`config.mk`:
```
export PLATFORM = sky130hd
export DESIGN_NAME = writeback_buffer_flat
export DESIGN_NICKNAME = d
export VERILOG_FILES = /design/src/rtl/writeback_buffer_if.sv /design/src/rtl/writeback_buffer.sv /design/src/flat_wrapper.sv
export SDC_FILE = /design/constraint.sdc
export NUM_CORES = 1
export LEC_CHECK = 0
export CELL_PAD_IN_SITES_DETAIL_PLACEMENT = 2
export CELL_PAD_IN_SITES_GLOBAL_PLACEMENT = 2
export CORE_MARGIN = 1
export CORE_UTILIZATION = 41
export CTS_BUF_LIST = sky130_fd_sc_hd__clkbuf_4 sky130_fd_sc_hd__clkbuf_8
export CTS_CLUSTER_DIAMETER = 40
export DETAILED_ROUTE_END_ITERATION = 10
export GPL_TIMING_DRIVEN = 0
export PLACE_DENSITY_LB_ADDON = 0.1
export SLEW_MARGIN = 20
export SYNTH_ARGS = -nofsm -noshare
export SYNTH_HDL_FRONTEND = slang
export SYNTH_SLANG_ARGS = --single-unit
```
`constraint.sdc`:
```
create_clock -name Clk_Core -period 5.9 [get_ports Clk_Core]
set_clock_uncertainty 0.15 [all_clocks]
set_input_delay 0.59 -clock Clk_Core [delete_from_list [all_inputs] [get_ports Clk_Core]]
set_output_delay 0.59 -clock Clk_Core [all_outputs]
set_load 0.01 [all_outputs]
```
`src/rtl/writeback_buffer_if.sv`:
```
// ============================================================================
// Module      : writeback_buffer_if
// Description : Bus bundle for the writeback buffer.
//               master : producer / register-file side (drives requests,
//                        stall and lookup addresses)
//               slave  : the buffer itself (drives ready, write port,
//                        lookup results and status)
// Ports       : none (signals only); parameter DEPTH sizes the Count field.
// Revision    : 1.0  initial release
// ============================================================================
`default_nettype none
`timescale 1ns/1ps

interface writeback_buffer_if #(
  parameter int DEPTH = 4
);
  localparam int CW = $clog2(DEPTH) + 1;

  // Producer request
  logic          Wb_Valid;
  logic          Wb_Ready;
  logic [4:0]    Wb_Addr;
  logic [31:0]   Wb_Data;

  // Register-file write port
  logic          Rf_Stall;
  logic          Rf_Wr_En;
  logic [4:0]    Rf_Write_Addr;
  logic [31:0]   Rf_Write_Data;

  // Bypass queries
  logic [4:0]    Lookup_Addr_1;
  logic [4:0]    Lookup_Addr_2;
  logic          Lookup_Hit_1;
  logic          Lookup_Hit_2;
  logic [31:0]   Lookup_Data_1;
  logic [31:0]   Lookup_Data_2;

  // Status
  logic [CW-1:0] Count;
  logic          Full;
  logic          Empty;

  modport master (
    output Wb_Valid, Wb_Addr, Wb_Data, Rf_Stall, Lookup_Addr_1, Lookup_Addr_2,
    input  Wb_Ready, Rf_Wr_En, Rf_Write_Addr, Rf_Write_Data,
           Lookup_Hit_1, Lookup_Hit_2, Lookup_Data_1, Lookup_Data_2,
           Count, Full, Empty
  );

  modport slave (
    input  Wb_Valid, Wb_Addr, Wb_Data, Rf_Stall, Lookup_Addr_1, Lookup_Addr_2,
    output Wb_Ready, Rf_Wr_En, Rf_Write_Addr, Rf_Write_Data,
           Lookup_Hit_1, Lookup_Hit_2, Lookup_Data_1, Lookup_Data_2,
           Count, Full, Empty
  );
endinterface

`default_nettype wire

```
`src/rtl/writeback_buffer.sv`:
```
// ============================================================================
// Module      : writeback_buffer
// Description : In-order FIFO of pending register writebacks with a
//               registered register-file write stage and two combinational
//               bypass lookup ports (newest queued entry wins, then the
//               write stage).
// Ports       : Clk_Core  - core clock
//               Rst_Core  - synchronous active-high reset
//               bus       - writeback_buffer_if.slave (request, write port,
//                           lookups, Count/Full/Empty)
// Parameters  : DEPTH     - number of entries, power of 2 in 2..16
// Revision    : 1.0  initial release
// ============================================================================
`default_nettype none
`timescale 1ns/1ps

module writeback_buffer #(
  parameter int DEPTH = 4
) (
  input  wire logic         Clk_Core,
  input  wire logic         Rst_Core,
  writeback_buffer_if.slave bus
);

  localparam int AW = $clog2(DEPTH);
  localparam int CW = AW + 1;
  localparam logic [CW-1:0] c_DEPTH_CNT = CW'(DEPTH);

  // Entry storage; only slots between head and head+count are meaningful,
  // so the array itself needs no reset.
  logic [4:0]    r_addr [DEPTH];
  logic [31:0]   r_data [DEPTH];

  logic [AW-1:0] r_head;
  logic [AW-1:0] r_tail;
  logic [CW-1:0] r_count;

  logic          r_wr_en;
  logic [4:0]    r_wr_addr;
  logic [31:0]   r_wr_data;

  logic          w_ready;
  logic          w_push;
  logic          w_pop;

  logic          w_hit_1;
  logic          w_hit_2;
  logic [31:0]   w_data_1;
  logic [31:0]   w_data_2;

  // Ready looks only at the current count, so a full buffer refuses a
  // request even when it is popping in the same cycle.
  assign w_ready = (r_count < c_DEPTH_CNT);
  // Writes to x0 are accepted (handshake completes) but never stored.
  assign w_push  = bus.Wb_Valid && w_ready && (bus.Wb_Addr != 5'd0);
  assign w_pop   = (r_count != '0) && !bus.Rf_Stall;

  // Storage write
  always_ff @(posedge Clk_Core) begin
    if (!Rst_Core && w_push) begin
      r_addr[r_tail] <= bus.Wb_Addr;
      r_data[r_tail] <= bus.Wb_Data;
    end
  end

  // Pointers and occupancy; pointer width makes the wrap modulo DEPTH.
  always_ff @(posedge Clk_Core) begin
    if (Rst_Core) begin
      r_head  <= '0;
      r_tail  <= '0;
      r_count <= '0;
    end else begin
      if (w_push) begin
        r_tail <= r_tail + AW'(1);
      end
      if (w_pop) begin
        r_head <= r_head + AW'(1);
      end
      case ({w_push, w_pop})
        2'b10:   r_count <= r_count + CW'(1);
        2'b01:   r_count <= r_count - CW'(1);
        default: r_count <= r_count;
      endcase
    end
  end

  // Register-file write stage: address/data hold between pops.
  always_ff @(posedge Clk_Core) begin
    if (Rst_Core) begin
      r_wr_en   <= 1'b0;
      r_wr_addr <= 5'd0;
      r_wr_data <= 32'd0;
    end else begin
      r_wr_en <= w_pop;
      if (w_pop) begin
        r_wr_addr <= r_addr[r_head];
        r_wr_data <= r_data[r_head];
      end
    end
  end

  // Bypass lookup. Start from the write stage (lowest priority), then walk
  // the queue oldest to newest so the newest matching entry overrides.
  always_comb begin
    logic [AW-1:0] w_idx;
    w_idx    = '0;
    w_hit_1  = (bus.Lookup_Addr_1 != 5'd0) && r_wr_en &&
               (r_wr_addr == bus.Lookup_Addr_1);
    w_data_1 = w_hit_1 ? r_wr_data : 32'd0;
    w_hit_2  = (bus.Lookup_Addr_2 != 5'd0) && r_wr_en &&
               (r_wr_addr == bus.Lookup_Addr_2);
    w_data_2 = w_hit_2 ? r_wr_data : 32'd0;
    for (int i = 0; i < DEPTH; i++) begin
      w_idx = r_head + AW'(i);
      if (CW'(i) < r_count) begin
        if ((bus.Lookup_Addr_1 != 5'd0) && (r_addr[w_idx] == bus.Lookup_Addr_1)) begin
          w_hit_1  = 1'b1;
          w_data_1 = r_data[w_idx];
        end
        if ((bus.Lookup_Addr_2 != 5'd0) && (r_addr[w_idx] == bus.Lookup_Addr_2)) begin
          w_hit_2  = 1'b1;
          w_data_2 = r_data[w_idx];
        end
      end
    end
  end

  assign bus.Wb_Ready      = w_ready;
  assign bus.Rf_Wr_En      = r_wr_en;
  assign bus.Rf_Write_Addr = r_wr_addr;
  assign bus.Rf_Write_Data = r_wr_data;
  assign bus.Lookup_Hit_1  = w_hit_1;
  assign bus.Lookup_Hit_2  = w_hit_2;
  assign bus.Lookup_Data_1 = w_data_1;
  assign bus.Lookup_Data_2 = w_data_2;
  assign bus.Count         = r_count;
  assign bus.Full          = (r_count == c_DEPTH_CNT);
  assign bus.Empty         = (r_count == '0);

endmodule

`default_nettype wire
```
`src/flat_wrapper.sv`:
```
// flat-port wrapper written by rule: the top's interface ports become plain ports
module writeback_buffer_flat 
#(
  parameter int DEPTH = 4
)
  (Clk_Core, Rst_Core, bus_Wb_Valid, bus_Wb_Addr, bus_Wb_Data, bus_Rf_Stall, bus_Lookup_Addr_1, bus_Lookup_Addr_2, bus_Wb_Ready, bus_Rf_Wr_En, bus_Rf_Write_Addr, bus_Rf_Write_Data, bus_Lookup_Hit_1, bus_Lookup_Hit_2, bus_Lookup_Data_1, bus_Lookup_Data_2, bus_Count, bus_Full, bus_Empty);
  writeback_buffer_if #(.DEPTH(DEPTH)) bus_i ();
  input  wire logic Clk_Core;
  input  wire logic Rst_Core;
  input wire logic [$bits(bus_i.Wb_Valid)-1:0] bus_Wb_Valid;
  input wire logic [$bits(bus_i.Wb_Addr)-1:0] bus_Wb_Addr;
  input wire logic [$bits(bus_i.Wb_Data)-1:0] bus_Wb_Data;
  input wire logic [$bits(bus_i.Rf_Stall)-1:0] bus_Rf_Stall;
  input wire logic [$bits(bus_i.Lookup_Addr_1)-1:0] bus_Lookup_Addr_1;
  input wire logic [$bits(bus_i.Lookup_Addr_2)-1:0] bus_Lookup_Addr_2;
  output wire logic [$bits(bus_i.Wb_Ready)-1:0] bus_Wb_Ready;
  output wire logic [$bits(bus_i.Rf_Wr_En)-1:0] bus_Rf_Wr_En;
  output wire logic [$bits(bus_i.Rf_Write_Addr)-1:0] bus_Rf_Write_Addr;
  output wire logic [$bits(bus_i.Rf_Write_Data)-1:0] bus_Rf_Write_Data;
  output wire logic [$bits(bus_i.Lookup_Hit_1)-1:0] bus_Lookup_Hit_1;
  output wire logic [$bits(bus_i.Lookup_Hit_2)-1:0] bus_Lookup_Hit_2;
  output wire logic [$bits(bus_i.Lookup_Data_1)-1:0] bus_Lookup_Data_1;
  output wire logic [$bits(bus_i.Lookup_Data_2)-1:0] bus_Lookup_Data_2;
  output wire logic [$bits(bus_i.Count)-1:0] bus_Count;
  output wire logic [$bits(bus_i.Full)-1:0] bus_Full;
  output wire logic [$bits(bus_i.Empty)-1:0] bus_Empty;
  assign bus_i.Wb_Valid = bus_Wb_Valid;
  assign bus_i.Wb_Addr = bus_Wb_Addr;
  assign bus_i.Wb_Data = bus_Wb_Data;
  assign bus_i.Rf_Stall = bus_Rf_Stall;
  assign bus_i.Lookup_Addr_1 = bus_Lookup_Addr_1;
  assign bus_i.Lookup_Addr_2 = bus_Lookup_Addr_2;
  assign bus_Wb_Ready = bus_i.Wb_Ready;
  assign bus_Rf_Wr_En = bus_i.Rf_Wr_En;
  assign bus_Rf_Write_Addr = bus_i.Rf_Write_Addr;
  assign bus_Rf_Write_Data = bus_i.Rf_Write_Data;
  assign bus_Lookup_Hit_1 = bus_i.Lookup_Hit_1;
  assign bus_Lookup_Hit_2 = bus_i.Lookup_Hit_2;
  assign bus_Lookup_Data_1 = bus_i.Lookup_Data_1;
  assign bus_Lookup_Data_2 = bus_i.Lookup_Data_2;
  assign bus_Count = bus_i.Count;
  assign bus_Full = bus_i.Full;
  assign bus_Empty = bus_i.Empty;
  writeback_buffer #(.DEPTH(DEPTH)) u_core (.Clk_Core(Clk_Core), .Rst_Core(Rst_Core), .bus(bus_i));
endmodule
```
Word-level counts from Yosys, hierarchy flattened
Memory sizes are Yosys's and may differ from the RTL's. A register that Yosys moved wholly into a read port is not among the register bits.
Cells that the tools add are included.
{"block": "totals", "register_bits": 45, "ramBits": 148, "inputBits": 51, "out_inout_bits": 110, "word_cells": 97, "mem_count": 2}
{"block": "classes", "addsub": 6, "n_lt_le_gt_ge": 5, "n_eq_ne": 13, "muxes": 41, "reduce_logical": 24}
{"memory": "u_core.r_data", "words": 4, "width": 32, "rd": 4, "rd_clocked_by_memory_dff": 1, "wr": 1, "line": "writeback_buffer.sv:32", "text": "logic [31:0] r_data [DEPTH];"}
{"memory": "u_core.r_addr", "words": 4, "width": 5, "rd": 4, "rd_clocked_by_memory_dff": 1, "wr": 1, "line": "writeback_buffer.sv:31", "text": "logic [4:0] r_addr [DEPTH];"}
{"cell": "$mux W32", "count": 18}
{"cell": "$eq A5 B5 Y1", "count": 10}
{"cell": "$mux W1", "count": 18}
{"cell": "$logic_and A1 B1 Y1", "count": 16}
{"cell": "$reduce_bool A5 Y1", "count": 3}
{"cell": "$mux W2", "count": 4}
{"cell": "$lt A1 B3 Y1 const A", "count": 2}
{"cell": "$lt A2 B3 Y1 const A", "count": 2}
{"cell": "$pmux W3 S2", "count": 1}
{"cell": "$add A2 B1 Y2 const B", "count": 2}
{"cell": "$add A2 B2 Y2 const B", "count": 2}
{"cell": "$add A3 B1 Y3 const B", "count": 1}
{"cell": "$eq A3 B3 Y1 const B", "count": 1}
{"cell": "$logic_not A3 Y1", "count": 1}
{"cell": "$lt A3 B3 Y1 const B", "count": 1}
{"cell": "$reduce_bool A3 Y1", "count": 1}
{"cell": "$sub A3 B1 Y3 const B", "count": 1}
{"cell": "$eq A2 B1 Y1 const B", "count": 1}
{"cell": "$eq A2 B2 Y1 const B", "count": 1}
{"cell": "$logic_not A1 Y1", "count": 2}
{"cell": "$reduce_bool A2 Y1", "count": 1}

Longest topological paths before layout
Gate-level depths: netlist of run 1.
{"block": "logic_depth", "depth_word": 12, "mapped_depth": 12, "ltp_nobuf": 9}

Worst setup path after synthesis of run 1
OpenSTA, ideal clock, no wires.
{"block": "synth_path", "kind": "input-to-output", "from": "in bus_Lookup_Addr_2[0]", "to": "out bus_Lookup_Data_2[20]", "t_arrival_ps": 2537, "t_required_ps": 5160, "slack_ps": 2623, "path_stages": 8, "path_buffers": 3, "cell_sequence": "clkbuf_1 -> or4_1 -> o211ai_1 -> a21oi_1 -> or2_1 -> buf_2 -> buf_2 -> o31ai_1"}
{"block": "synth_via", "elab_chain_len": 12, "elab_cells_between_ends": 21, "cone_classes": "eq/ne: 5; mux: 9; reduce/logical: 7"}
{"item": "start, declared", "line": "flat_wrapper.sv:15", "text": "input wire logic [$bits(bus_i.Lookup_Addr_2)-1:0] bus_Lookup_Addr_2;"}
{"item": "$reduce_bool A5 Y1", "line": "writeback_buffer.sv:110, writeback_buffer.sv:120"}
{"item": "$logic_and A1 B1 Y1 (2 in a row)", "line": "writeback_buffer.sv:110", "text": "w_hit_2 = (bus.Lookup_Addr_2 != 5'd0) && r_wr_en &&"}
{"item": "$mux W32", "line": "writeback_buffer.sv:112", "text": "w_data_2 = w_hit_2 ? r_wr_data : 32'd0;"}
{"item": "$mux W32", "line": "writeback_buffer.sv:120", "text": "if ((bus.Lookup_Addr_2 != 5'd0) && (r_addr[w_idx] == bus.Lookup_Addr_2)) begin"}
{"item": "$mux W32", "line": "writeback_buffer.sv:115", "text": "if (CW'(i) < r_count) begin"}
{"item": "$mux W32", "line": "writeback_buffer.sv:120"}
{"item": "$mux W32", "line": "writeback_buffer.sv:115"}
{"item": "$mux W32", "line": "writeback_buffer.sv:120"}
{"item": "$mux W32", "line": "writeback_buffer.sv:115"}
{"item": "$mux W32", "line": "writeback_buffer.sv:120"}
{"item": "$mux W32 *", "line": "writeback_buffer.sv:115"}
{"item": "end, declared", "line": "flat_wrapper.sv:23", "text": "output wire logic [$bits(bus_i.Lookup_Data_2)-1:0] bus_Lookup_Data_2;"}
Every way passes the cells marked *; elsewhere a longest branch is shown, timed or not.

Final worst setup path of run 1
{"block": "layout_path", "from": "reg u_core.r_head[0]", "to": "out bus_Lookup_Data_2[2]"}
{"block": "layout_via", "elab_chain_len": 10, "elab_cells_between_ends": 17, "cone_classes": "add/sub: 3; eq/ne: 3; mux: 6; reduce/logical: 3; memory: 2"}
{"item": "start, declared", "line": "writeback_buffer.sv:34", "text": "logic [AW-1:0] r_head;"}
{"item": "start signal, assigned", "line": "writeback_buffer.sv:77", "text": "r_head <= r_head + AW'(1);"}
{"item": "$add A2 B1 Y2", "line": "writeback_buffer.sv:114", "text": "w_idx = r_head + AW'(i);"}
{"item": "$mem_v2 Z4 W5"}
{"item": "$eq A5 B5 Y1", "line": "writeback_buffer.sv:120"}
{"item": "$logic_and A1 B1 Y1", "line": "writeback_buffer.sv:120"}
{"item": "$mux W32", "line": "writeback_buffer.sv:120"}
{"item": "$mux W32", "line": "writeback_buffer.sv:115"}
{"item": "$mux W32", "line": "writeback_buffer.sv:120"}
{"item": "$mux W32", "line": "writeback_buffer.sv:115"}
{"item": "$mux W32", "line": "writeback_buffer.sv:120"}
{"item": "$mux W32 *", "line": "writeback_buffer.sv:115"}
Marked as above.

==> results of run 1 <==
## per-layer routing
metal,routed length (um),vias up,track usage
met1,26230,6959,0.4851
met5,14,-,0
met2,30100,786,0.6123
met4,2608,2,0.1683
met3,5044,197,0.07474
li1,-,5613,-
## worst register-to-register path, stage by stage (launching register included)
cell                       delay, ps
sky130_fd_sc_hd__dfxtp_1         530
sky130_fd_sc_hd__buf_6           230
sky130_fd_sc_hd__buf_4           220
sky130_fd_sc_hd__buf_4           240
sky130_fd_sc_hd__clkbuf_1        610
sky130_fd_sc_hd__buf_2           420
sky130_fd_sc_hd__buf_1           490
sky130_fd_sc_hd__nand2_1         140
sky130_fd_sc_hd__xor2_1          200
sky130_fd_sc_hd__nor2_1           80
## stage by stage
| step | worst slack (ps) | power [mW] | cells |
|---|---|---|---|
| floorplan | 2623 | 3.425 | 1355 |
| global placement | 569.4 | 4.517 | 1948 |
| global route | 115.7 | 5.809 | 1984 |
| CTS | 512.4 | 5.543 | 1984 |
| detailed placement | 516.3 | 4.637 | 1952 |
| finish | 216.4 | 5.623 | 1984 |
## power by group through the flow
stage / sequential (mW) / combinational [mW] / clock, mW
3_5_place_dp: 1.81 / 2.82 / 0
2_1_floorplan: 1.78 / 1.64 / 0
5_1_grt: 1.80 / 3.05 / 0.962
3_3_place_gp: 1.81 / 2.71 / 0
6_report: 1.79 / 2.92 / 0.912
4_1_cts: 1.78 / 2.85 / 0.912
## path summary, 6_finish.rpt
kind,to,cells after the start
min reg2reg,u_core.bus.Rf_Write_Data[12],2
min,u_core.bus.Rf_Write_Data[12],2
max reg2reg,register,9
max,bus_Lookup_Data_2[2],12
## cells by family after synthesis
family	Yosys count	synth area share
flops	195	0.3900
mux	168	0.1676
compound gates	440	0.2368
simple gates	334	0.1095
fa+ha+maj	9	0.008155
buf+inv	156	0.05436
xor+xnor	53	0.03361
## final cells by class
cell class,count,area share
Sequential cell,195,0.3295
Buffer,146,0.04379
Clock inverter,15,0.008728
Tap cell,442,0.03384
Multi-Input combinational cell,1004,0.4701
Timing Repair Buffer,155,0.09738
Inverter,10,0.002297
Clock buffer,17,0.01432
## placed cells by master, fill, tap and decap left out, types with 15 or more instances in the layout
master                              n
sky130_fd_sc_hd__o21ai_0           28
sky130_fd_sc_hd__a41oi_1           27
sky130_fd_sc_hd__a221oi_2          15
sky130_fd_sc_hd__nor2_1           107
sky130_fd_sc_hd__a211oi_1          90
sky130_fd_sc_hd__a221oi_1          44
sky130_fd_sc_hd__nand2_1          123
sky130_fd_sc_hd__clkbuf_8          17
sky130_fd_sc_hd__edfxtp_1         148
sky130_fd_sc_hd__nand3_1           17
sky130_fd_sc_hd__mux4_2            47
sky130_fd_sc_hd__clkbuf_1          70
sky130_fd_sc_hd__xor2_1            39
sky130_fd_sc_hd__o31ai_1           34
sky130_fd_sc_hd__nor2b_1           36
sky130_fd_sc_hd__a31oi_1           27
sky130_fd_sc_hd__mux2i_1           85
sky130_fd_sc_hd__a21oi_1          118
sky130_fd_sc_hd__buf_2             43
sky130_fd_sc_hd__dfxtp_1           47
sky130_fd_sc_hd__clkdlybuf4s50_1  151
sky130_fd_sc_hd__mux2_2            36
sky130_fd_sc_hd__o31ai_2           25
## sequential cells by signal (all words and copies together) (netlist names), named ones only
| name | flops |
|---|---|
| u_core.bus.Count | 3 |
| u_core.bus.Rf_Wr_En | 1 |
| u_core.r_head | 2 |
| u_core.bus.Rf_Write_Addr | 5 |
| u_core.bus.Rf_Write_Data | 32 |
| u_core.r_data | 128 |
| u_core.r_addr | 20 |
| u_core.r_tail | 2 |
==> results.md, run 1 <==
Outcome:
- The flow ran to the end, and the final reports show no timing, DRC or antenna violations.

Worst setup path:
- The critical path starts at u_core.r_head[0].
- The data required time at the worst endpoint is 5160 ps.
- Data on the critical path arrives at its endpoint at between 4000 and 5000 ps.
- The critical path's top delay family is buffers and inverters.
- The longest individual stage delay on the worst path is 670 ps.
- The worst path buffer plus inverter count is 6.
- The startpoint identified for the worst register-to-register timing path is u_core.r_head[0].
- The critical path class is reg2out.
- The critical path goes through buf_6 > buf_4 > buf_4 > mux4_2 > xnor2_1 > nand4_1 > nor2_1 > buf_2 > buf_2 > a221oi_1 > o31ai_1 > clkdlybuf4s50_1.
- STA classifies the critical path startpoint as a register.
- The critical-path cell with the highest stage delay is sky130_fd_sc_hd__clkdlybuf4s50_1.
- The type of destination of the critical path is an output pin.
- The maximum fanout count along the critical path is 10.
- Across all register-to-register paths, the minimum setup slack is between 2000 and 2500 ps.

Placed design:
- The count of input and output buffers is 151.
- After detailed placement, the total cell area comes to 15970 um^2.
- The placed wire-length estimate is 45.53 mm.
- The congestion estimate from routability-driven global placement came to 0.9197.

Routing:
- Detailed routing inserted a total of around 14000 vias.
- The DRC violation count after routing is 0.
- Summed over all layers, the routed wires come to 64.00 mm.
- The total iterations of the first detailed-routing run is 7.
- The detail-routed via count per cell is a little under 7.
- The routed wirelength normalized by instance count is 32.26 um.
- Once detail routing completed, the nets flagged for antenna violations numbered 0.
- The detailed router finished its first iteration with 1394 violations.

Timing:
- Based on the critical path, the design can be clocked at up to 175.9 MHz.
- The number of failing hold endpoints at the final stage is 0.
- The shortest clock period the worst path allows after layout is 5684 ps.
- The summed negative setup slack over all endpoints is 0 ps.
- Setup violations remaining at the end of the flow were counted as 0.
- Setup repair after global routing left no endpoint under its margin.
- The hold slack is 363.7 ps.
- The number of max-slew violations in the final report was 0.
- The ratio of final minimum period to clock period is 0.9633.
- The worst pin sits at a relative slew slack of 0.2352.
- The transition time at the pin with the least slew margin is ~1100 ps.

Clocking:
- The tree is rooted in a sky130_fd_sc_hd__clkbuf_8.
- The buffer depth of the longest clock path is 2.
- The total clock sinks is 195.
- The number of clock buffers added by TritonCTS is 17.
- Once the clock tree was built, the setup fixing pass inserted 0 buffers.
- In this run, post-CTS hold repair placed 0 buffers.
- The total of cells resized after clock tree synthesis is 0.
- The H-tree was split into 4 levels.
- After clock tree synthesis, the clock-pin slew on the worst setup and hold paths is 120 ps.
- The clock reaches the later pin of the worst-skew pair after 550 ps.
- TritonCTS built the clock tree.

Synth:
- The area share of the largest cell type after synthesis is 0.3218.
- The post-synthesis cell type count is 52.
- Among all flip-flop cells after synthesis, the most frequent one is sky130_fd_sc_hd__edfxtp_1.
- The most frequently used cell type in the post-synthesis netlist is sky130_fd_sc_hd__edfxtp_1.
- The synthesized design contains 148 enable-type register cells.
- The synthesized instance count is 1355.
- The sequential cell area fraction in the yosys report is 0.3900.
- The mean instance size in the synthesized netlist is just over 10 um^2.
- Yosys printed 0 warnings.
- In the post-synthesis netlist, the biggest area contributors are sky130_fd_sc_hd__edfxtp_1, sky130_fd_sc_hd__mux4_2, sky130_fd_sc_hd__dfxtp_1.
- sky130_fd_sc_hd__edfxtp_1 takes more of the synthesized area than any other cell.
- The synthesized design contains 195 register bits.
- The net count after synthesis is 1415.
- The post-synthesis cell area is 13810 um^2.
- After synthesis, the most frequently instantiated cells are sky130_fd_sc_hd__edfxtp_1, sky130_fd_sc_hd__nand2_1, sky130_fd_sc_hd__a21oi_1, sky130_fd_sc_hd__nor2_1, sky130_fd_sc_hd__a211oi_1.
- Counting flops with an async set or reset pin after synthesis yields a share of 0.

Power:
- For this design the total switching power over the nets is between 2 and 3 mW.
- Cell internal power was estimated by the tool at between 3 and 4 mW.
- The share of total power dissipated in combinational logic is 0.519.
- Of the total power, the share spent switching nets is 0.4655.
- The share of total power dissipated in the clock network is 0.162.
- Power spread over the standard cell area amounts to 344.1 nW/um^2.
- In this run the static leakage power is 5.022 nW.
- The share of total power dissipated in sequential elements is 0.319.
- IR analysis of the VDD net gives a maximum drop of 0.1753 mV.

Layout:
- The area occupied by multi-input gates is 7684 um^2.
- The share of the core filled with cells is 0.4973.
- Summing all flip-flop and latch instances after layout gives between 5000 and 6000 um^2.
- The layout net count is ~1600.
- 0 antenna diodes ended up in the layout.
- Once layout is done, the placed cells without fillers occupy 16340 um^2.
- From synthesis to final layout, the design area changed by 18.35%.
- The total of fill cells in the finished design is 3416.
- In the final layout, the share of cells above drive strength 1 is 0.1524.

Hold path:
- The worst hold path begins at u_core.bus.Rf_Write_Data[12].
- In this run the worst hold path is classified as reg2reg.

Global route:
- The number of global-route vias before repair is 14209.
- In the global route stage, overall resource usage came out at 0.3771.
- The global-route wire length before repair is 93.50 mm.
- The initial antenna violation count was 1.
- The final global-route overflow total is 0.
- The pin count of the biggest net entering global routing is 30.

Die:
- The die footprint is approximately 34000 um^2.
- The number of rows created at floorplan is 66.
- The die is 185.5 um wide.
- During I/O placement, the number of pins put on the boundary was 161.
- The floorplan step set the die height to 185.5 um.
- The effective utilization at floorplan is 0.4202.
- The region available for standard cell placement spans around 33000 um^2.

Flow run:
- The count of max-cap constraint violations is 0.
(Power assumes the default switching activity.)
==> run 2, diff against run 1 <==
Settings changed: SKIP_LAST_GASP set to 1.
==> results of run 2 <==
Same layout as run 1: the final DEF is identical, and so are final timing and power.
